<file path="src/rtl/blob_stream_tx.sv">
// Blob stream transmitter: reads one blob from a synchronous feature-map RAM and
// streams it downstream, using a credit-controlled skid FIFO to hide read latency.
module blob_stream_tx #(
   parameter int unsigned DW         = 64,
   parameter int unsigned BEATS      = 1024,
   parameter int unsigned ADDR_W     = 10,
   parameter int unsigned RD_LATENCY = 2,
   parameter int unsigned FIFO_DEPTH = 4
) (
   input  logic              clk,
   input  logic              rst,
   input  logic              start,
   input  logic [ADDR_W-1:0] base_addr,
   output logic              busy,
   output logic              done,
   output logic              mem_rd_en,
   output logic [ADDR_W-1:0] mem_rd_addr,
   input  logic [DW-1:0]     mem_rd_data,
   input  logic              blob_dout_rdy,
   output logic              blob_dout_en,
   output logic              blob_dout_eop,
   output logic [DW-1:0]     blob_dout
);

   localparam int unsigned CNT_W = $clog2(BEATS + 1);
   localparam int unsigned PTR_W = (FIFO_DEPTH > 1) ? $clog2(FIFO_DEPTH) : 1;
   localparam int unsigned FC_W  = $clog2(FIFO_DEPTH + 1);
   localparam int unsigned IF_W  = $clog2(RD_LATENCY + 1);
   localparam int unsigned CR_W  = $clog2(FIFO_DEPTH + RD_LATENCY + 1);

   typedef enum logic [1:0] {S_IDLE, S_RUN, S_DRAIN, S_DONE} state_t;

   state_t                state, state_nxt;
   logic [ADDR_W-1:0]     base_q;
   logic [CNT_W-1:0]      rd_cnt, tx_cnt;
   logic [RD_LATENCY-1:0] vld_pipe;
   logic [IF_W-1:0]       inflight;
   logic [DW-1:0]         fifo_mem [FIFO_DEPTH];
   logic [PTR_W-1:0]      wr_ptr, rd_ptr;
   logic [FC_W-1:0]       fifo_cnt;
   logic [CR_W-1:0]       credit_used;
   logic                  start_acc, rd_fire, push, pop, last_tx;

   function automatic logic [PTR_W-1:0] ptr_inc(input logic [PTR_W-1:0] p);
      return (p == PTR_W'(FIFO_DEPTH - 1)) ? '0 : p + 1'b1;
   endfunction

   assign push        = vld_pipe[RD_LATENCY-1];
   assign start_acc   = (state == S_IDLE) && start;
   assign last_tx     = (tx_cnt == CNT_W'(BEATS - 1));
   // A pop this cycle frees a slot that the read issued now may rely on.
   assign credit_used = CR_W'(inflight) + CR_W'(fifo_cnt) - CR_W'(pop);

   // Next-state and output decode
   always_comb begin
      state_nxt     = state;
      busy          = 1'b0;
      done          = 1'b0;
      rd_fire       = 1'b0;
      pop           = 1'b0;
      mem_rd_en     = 1'b0;
      mem_rd_addr   = '0;
      blob_dout_en  = 1'b0;
      blob_dout_eop = 1'b0;
      blob_dout     = '0;

      if ((state == S_RUN || state == S_DRAIN) && blob_dout_rdy && (fifo_cnt != '0))
         pop = 1'b1;

      case (state)
         S_IDLE: begin
            if (start)
               state_nxt = S_RUN;
         end
         S_RUN: begin
            busy    = 1'b1;
            rd_fire = (rd_cnt < CNT_W'(BEATS)) && (credit_used < CR_W'(FIFO_DEPTH));
            if (rd_fire && (rd_cnt == CNT_W'(BEATS - 1)))
               state_nxt = S_DRAIN;
         end
         S_DRAIN: begin
            busy = 1'b1;
            if (pop && last_tx)
               state_nxt = S_DONE;
         end
         S_DONE: begin
            done      = 1'b1;
            state_nxt = S_IDLE;
         end
         default: state_nxt = S_IDLE;
      endcase

      mem_rd_en = rd_fire;
      if (rd_fire)
         mem_rd_addr = base_q + ADDR_W'(rd_cnt);
      blob_dout_en  = pop;
      blob_dout_eop = pop && last_tx;
      if (pop)
         blob_dout = fifo_mem[rd_ptr];
   end

   // State, counters, read-valid pipe and FIFO bookkeeping
   always_ff @(posedge clk) begin
      if (rst) begin
         state    <= S_IDLE;
         base_q   <= '0;
         rd_cnt   <= '0;
         tx_cnt   <= '0;
         vld_pipe <= '0;
         inflight <= '0;
         wr_ptr   <= '0;
         rd_ptr   <= '0;
         fifo_cnt <= '0;
      end else begin
         state    <= state_nxt;
         vld_pipe <= RD_LATENCY'({vld_pipe, rd_fire});
         inflight <= inflight + IF_W'(rd_fire) - IF_W'(push);
         fifo_cnt <= fifo_cnt + FC_W'(push) - FC_W'(pop);
         if (push)
            wr_ptr <= ptr_inc(wr_ptr);
         if (pop)
            rd_ptr <= ptr_inc(rd_ptr);
         if (start_acc) begin
            base_q <= base_addr;
            rd_cnt <= '0;
            tx_cnt <= '0;
         end else begin
            if (rd_fire)
               rd_cnt <= rd_cnt + 1'b1;
            if (pop)
               tx_cnt <= tx_cnt + 1'b1;
         end
      end
   end

   // Skid FIFO storage; contents are don't-care until pushed
   always_ff @(posedge clk) begin
      if (push)
         fifo_mem[wr_ptr] <= mem_rd_data;
   end

endmodule

</file>
<file path="config.mk">
export PLATFORM = sky130hd
export DESIGN_NAME = blob_stream_tx
export DESIGN_NICKNAME = d
export VERILOG_FILES = /design/src/rtl/blob_stream_tx.sv
export SDC_FILE = /design/constraint.sdc
export NUM_CORES = 1
export LEC_CHECK = 0
export ABC_AREA = 0
export CORE_MARGIN = 5
export CORE_UTILIZATION = 50
export DETAILED_ROUTE_END_ITERATION = 10
export GPL_TIMING_DRIVEN = 0
export PLACE_DENSITY_LB_ADDON = 0.3
export SYNTH_ARGS = -nofsm -noshare
export SYNTH_HDL_FRONTEND = slang
export SYNTH_SLANG_ARGS = --single-unit
export TNS_END_PERCENT = 30
</file>
<file path="constraint.sdc">
create_clock -name clk -period 3.3 [get_ports clk]
set_input_delay 0.66 -clock clk [delete_from_list [all_inputs] [get_ports clk]]
set_output_delay 0.66 -clock clk [all_outputs]
set_load 0.1 [all_outputs]
</file>
======== Yosys cells after proc, flatten, opt, wreduce, memory -nomap -nowiden ========
Memories as Yosys holds them, arrays and structs flattened. A register that Yosys moved wholly into a read port is not among the register bits.
Cells that the tools add are included.
cells by class
  $lt $le $gt $ge ......................... 2
  multiplexer cells ....................... 16
  reductions and logical operators ........ 12
  $add $sub $neg .......................... 11
  equal/unequal tests ..................... 10
operators with widths
  kind                     count
  $mux W64                 1
  $add A11 B1 Y11 const B  2
  $eq A11 B10 Y1 const B   2
  $mux W2                  7
  $lt A11 B11 Y1 const B   1
  $add A10 B10 Y10         1
  $mux W10                 1
  $eq A2 B2 Y1 const B     4
  $pmux W2 S4              1
  $logic_and A1 B1 Y1      6
  $mux W1                  6
  $sub A3 B1 Y3            2
  $add A2 B1 Y2 const B    2
  $ne A2 B2 Y1 const B     2
  $reduce_or A2 Y1         2
  $add A2 B3 Y3            1
  $add A3 B1 Y3            1
  $lt A3 B3 Y1 const B     1
  $reduce_and A3 Y1        1
  $reduce_bool A3 Y1       1
  $add A2 B1 Y2            1
  $eq A2 B1 Y1 const B     1
  $logic_not A2 Y1         1
  $ne A2 B1 Y1 const B     1
  2 further kinds          2
word-level totals
  output and inout port bits .............. 79
  memory bits (writable) .................. 256
  register bits ........................... 45
  bits of input ports ..................... 78
  memories kept ........................... 1
  logic and storage cells ................. 61
memory list
  name      depth  bits a word  read ports  clocked after Yosys merged registers in  wr ports  RTL line  text
  fifo_mem  4      64           1           1                                        1         38        logic [DW-1:0] fifo_mem [FIFO_DEPTH];

======== Depth between registers and ports, before layout ========
  depth after elaboration ................. 11
  depth in mapped cells ................... 16
  mapped depth without buffers ............ 15

======== Worst setup path after synthesis ========
Ideal clock, no wire load.
  path type ............................... reg2out
  start ................................... register state[1]
  end ..................................... output port mem_rd_addr[4]
  arrival ................................. 6.474 ns
  setup slack ............................. -3.834 ns
  data required time ...................... 2.640 ns
  cell stages (with the launch flop) ...... 14
  path through ............................ dfxtp_1 > inv_1 > ha_1 > o311ai_2 > inv_2 > clkbuf_1 > ha_1 > inv_1 > ha_1 > nand3b_1 > a211oi_2 > o21ai_4 > clkbuf_1 > nor3b_1
between the ends
  longest elaborated chain between the ends .. 10
  elaborated cells on any way between the ends .. 11
  classes of those cells .................. add/sub (1); order compare (1); eq/ne (2); mux (3); reduce/logical (4)
ends and longest elaborated chain
  what                                                 RTL line  text
  start: declaration                                   33        state_t state, state_nxt;
  start signal: assignment                             115       state <= state_nxt;
  $eq A2 B1 Y1 / $eq A2 B2 Y1 (equally long branches)  67        if ((state == S_RUN || state == S_DRAIN) && blob_dout_rdy && (fifo_cnt != '0))
  $logic_or A1 B1 Y1 (*)                               67
  $logic_and A1 B1 Y1 (*) (2 in a row)                 67
  $mux W1 (*)                                          67
  net blob_dout_en                                     20        output logic blob_dout_en,
  $sub A3 B1 Y3 (*)                                    52        assign credit_used = CR_W'(inflight) + CR_W'(fifo_cnt) - CR_W'(pop);
  $lt A3 B3 Y1 (*)                                     77        rd_fire = (rd_cnt < CNT_W'(BEATS)) && (credit_used < CR_W'(FIFO_DEPTH));
  $logic_and A1 B1 Y1 (*)                              77
  $mux W1 (*)                                          70        case (state)
  $mux W10 (*)                                         94        if (rd_fire)
  end: declaration                                     17        output logic [ADDR_W-1:0] mem_rd_addr,
Mark *: on every way through the listed nets, which the timed path passes. The rest lies on a longest branch.

======== Worst setup path after layout ========
  start ................................... register state[1]
  end ..................................... output port mem_rd_addr[2]
between the ends
  longest elaborated chain between the ends .. 10
  elaborated cells on any way between the ends .. 11
  classes of those cells .................. add/sub (1); order compare (1); eq/ne (2); mux (3); reduce/logical (4)
ends and longest elaborated chain
  what                                                 RTL line
  $eq A2 B1 Y1 / $eq A2 B2 Y1 (equally long branches)  67, 70
  $logic_or A1 B1 Y1                                   67
  $logic_and A1 B1 Y1 (2 in a row)                     67
  $mux W1                                              67
  $sub A3 B1 Y3                                        52
  $lt A3 B3 Y1                                         77
  $logic_and A1 B1 Y1                                  77
  $mux W1 (*)                                          70
  $mux W10 (*)                                         94
Mark *: on every way between the ends. The rest lies on a longest branch, timed or not.

==> run metrics <==
run status=complete, but fails checks; violated checks=negative setup slack; data arrival at the endpoint of the critical path=between 3 and 4 ns; overall via count from detail_route=about 6700; x dimension of the die=166.1 um; final weighted congestion of routability-driven global placement=0.7925; beginning of the worst hold path=vld_pipe[0]$_SDFF_PP0_; setup slack on the worst flop-to-flop path=0.27 ns; end of the worst register-to-register path=inflight[1]$_SDFF_PP0_; Total Routing Usage GR=approximately 17%; number of levels in the clock H-tree=1; sequential element share of the synthesized area=a little over 70%; number of buffers inserted during clock tree synthesis=31; Post-CTS Hold Buffers=0; Die Outline Area=approximately 28000 um2; routed wire length=23.97 mm; Register-to-Register Path Depth=18; fin nets=1031; fin crit share=114.6%; post-synthesis share of cell area spent on full adders, half adders and majority gates=under 10%; fraction of final layout cells sized beyond drive strength 1=28.41%; share of power burned in the clock network=30.1%; Max Clock Freq=0.2645 GHz; RSZ-0062 raised after global routing=true; Post-DRT Antenna Nets=0; number of fill cells in the layout=1736; peak supply drop=0.4679 mV; data required time of the critical path=2.64 ns; clock sink count=between 300 and 400; number of global-route vias before repair=approximately 7200; total of warnings raised by yosys=0; combinational cell fraction of total power=27.8%; Distinct cells, synth=45; count of input and output buffers=156; Post-Synth Simple-Gate Area=under 10%; Min-Delay Path Class=flop to flop; pins over their slew limit=0; multiplexer fraction of the synthesized cell area=12.08%; Worst Tran Pin Value=0.9669 ns; drc violations=0; starting density of the core=50.37%; design internal power=0.007306 W; leakage power=5.303 nW; nets in the synthesized netlist=approximately 810; GRT overflow=0; worst max-slew margin expressed relative to the limit=about 35%; clock period minus final worst setup slack=3.781 ns; synthesized-area fraction occupied by ao, oa, aoi and oai cells=2.332%; worst-path fanout max=5; class of the most critical setup path=flop to output port; clock-pin slew reported for the worst setup and hold paths after clock tree synthesis=0.06 ns; first-pass GRT wire length=38.43 mm; largest net degree at the start of global routing=58; crit path from=state[1]$_SDFFE_PP0P_; Crit Reg-Reg Startpoint=state[1]$_SDFFE_PP0P_; termination of the worst setup path=mem_rd_addr[2]; maximum number of buffers from clock root to sink=3; Setup TNS Final=-4.602 ns; clock tree from TritonCTS=built; Core Area=24180 um2; synthesized instance count=between 700 and 800; Initial DRT Pass Iterations=4; post-layout util=64.75%; Post-synth top flop=sky130_fd_sc_hd__edfxtp_1; number of failing setup endpoints in the final timing report=12; number of synthesized flops with an enable pin=256; syn avg cell area=~17 um2; largest family of logic cells by synthesized area=multiplexers; source-to-sink clock delay at the later pin of the worst-skew pair=0.55 ns; drt wl/cell=18.84 um; register bit count reported by yosys=303; Post-DP HPWL=roughly 15 mm; cell at the root of the clock tree=sky130_fd_sc_hd__clkbuf_16; Seq pwr share=42.1%; Chip Height=166.1 um; commonest cells after routing, fill and taps aside=sky130_fd_sc_hd__edfxtp_1, sky130_fd_sc_hd__clkdlybuf4s50_1, sky130_fd_sc_hd__and2_1, sky130_fd_sc_hd__mux4_2, sky130_fd_sc_hd__buf_4; number of DRC markers in iteration 0=328; switching part of the total power=between 30 and 40%; P_sw=0.003251 W; commonest non-fill, non-tap cell in the layout=sky130_fd_sc_hd__edfxtp_1; Fin Clk Skew=around 0.021 ns; netlist area before placement=approximately 12000 um2; share of flip-flops with an asynchronous set or reset after synthesis=0%; category of the worst setup path launch point=flop; area grow syn2layout=28.54%; parity-gate share of the synthesized area counting xor and xnor cells=between 1.5 and 2%; row cnt=57; Max-Cap Viols=0; Hold Vio Cnt, Final=0; sequential cell area in the final layout=approximately 8600 um2; ports placed on the boundary=157; Setup WS post-layout=-0.4813 ns; area of the multi-input gates=3508 um2; number of antenna violations at the first check in global routing=1; power density over cell area=around 670 nW/um2; post-detailed-route via-to-cell ratio=about 5.3; sort of element at the end of the critical path=output port
timing repair:
item,4_1_cts,5_1_grt
pin swaps,13,7
resized for setup,419,56
endpoints found under the setup margin,78,73
gates cloned,1,0
setup buffers,20,6
flip-flops by register name, summed over array words and instances, names as in the netlist, named ones only:
signal	cells
vld_pipe	2
rd_cnt	11
base_q	10
wr_ptr	2
state	2
fifo_cnt	3
rd_ptr	2
inflight	2
fifo_mem	256
tx_cnt	11
final cells by class:
cell class / count / area share (%)
multi-input cells: 353 / 22.41
clock buffers: 36 / 5.076
inverters: 22 / 0.6075
flip-flops and latches: 303 / 55.14
plain buffers: 26 / 1.159
well taps: 324 / 2.590
diodes: 1 / 0.01599
repair buffers: 187 / 12.09
clock inverters: 20 / 0.9112
worst max-delay path, cell delays in order, from the launching register on:
cell and delay [ns]:
sky130_fd_sc_hd__dfxtp_2 0.34, sky130_fd_sc_hd__inv_2 0.05, sky130_fd_sc_hd__ha_4 0.27, sky130_fd_sc_hd__o311ai_4 0.13
sky130_fd_sc_hd__inv_4 0.10, sky130_fd_sc_hd__clkbuf_16 0.13, sky130_fd_sc_hd__ha_4 0.12, sky130_fd_sc_hd__inv_2 0.04
sky130_fd_sc_hd__ha_4 0.24, sky130_fd_sc_hd__nand3b_1 0.10, sky130_fd_sc_hd__a211oi_2 0.30, sky130_fd_sc_hd__o21ai_4 0.11
sky130_fd_sc_hd__buf_4 0.15, sky130_fd_sc_hd__buf_8 0.14, sky130_fd_sc_hd__nor3_4 0.15, sky130_fd_sc_hd__buf_12 0.20
logic make-up after synthesis:
| logic type | after synthesis |
|---|---|
| simple gates | 189 |
| buf+inv | 50 |
| mux | 67 |
| xor+xnor | 25 |
| fa+ha+maj | 29 |
| compound gates | 43 |
| flops | 303 |
layer usage:
metal  part of all wire, %  vias up  global-route usage [%]
li1                      -     3127                       -
met1                    40     3355                   21.63
met2                    52      159                   30.70
met3                   5.9       42                   3.832
met4                   1.9        2                   4.232
met5                 0.029        -                       0
cells in the mapped netlist, drive strengths merged, types with 2 or more instances:
cell type | instances | area [um2]
a211oi | 2 | 20.02
a21o | 2 | 15.01
a21oi | 21 | 105.1
and2 | 71 | 444.2
and3 | 2 | 12.51
and4 | 2 | 17.52
buf | 8 | 38.78
clkbuf | 20 | 75.07
dfxtp | 47 | 940.9
edfxtp | 256 | 7687
fa | 2 | 40.04
ha | 27 | 337.8
inv | 22 | 82.58
mux2i | 3 | 30.03
mux4 | 64 | 1441
nand2 | 37 | 138.9
nand2b | 3 | 18.77
nand3 | 5 | 30.03
nand3b | 2 | 15.01
nand4 | 3 | 18.77
nor2 | 38 | 142.6
nor2b | 6 | 37.54
nor3 | 9 | 45.04
nor3b | 2 | 15.01
nor4 | 2 | 12.51
o21a | 3 | 22.52
o21ai | 7 | 46.30
o31a | 2 | 17.52
or3 | 4 | 25.02
xnor2 | 15 | 131.4
xor2 | 10 | 87.58
worst min-delay path by stage:
stage / slack, ns / end / cells after the start
final: 0.42 / vld_pipe[1]$_SDFF_PP0_ / 1
after global routing: 0.45 / vld_pipe[1]$_SDFF_PP0_ / 1
after CTS: 0.42 / vld_pipe[1]$_SDFF_PP0_ / 1
after detailed placement: 0.43 / vld_pipe[1]$_SDFF_PP0_ / 1
after global placement: 0.42 / vld_pipe[1]$_SDFF_PP0_ / 1
after floorplan: 0.41 / vld_pipe[1]$_SDFF_PP0_ / 1
power groups by stage:
stage	registers (W)	clock network (W)	logic [W]
2_1_floorplan	0.00451	0	0.00191
3_3_place_gp	0.00453	0	0.00249
3_5_place_dp	0.00453	0	0.00253
4_1_cts	0.00444	0.00326	0.00289
5_1_grt	0.00446	0.00344	0.00314
6_report	0.00444	0.00318	0.00294
per-stage QoR:
step           hold slack, ns  instance area [um2]  setup WS (ns)  total power (W)  std cells
2_1_floorplan          0.4138                12330        -0.7540         0.006422        706
3_3_place_gp           0.4233                14290         -1.628         0.007023       1186
3_5_place_dp           0.4264                14410         -1.659         0.007056       1190
4_1_cts                0.4240                15650        -0.5515          0.01060       1265
5_1_grt                0.4524                15650        -0.6095          0.01104       1271
6_report               0.4164                15650        -0.4813          0.01056       1272
(Power assumes the default switching activity.)
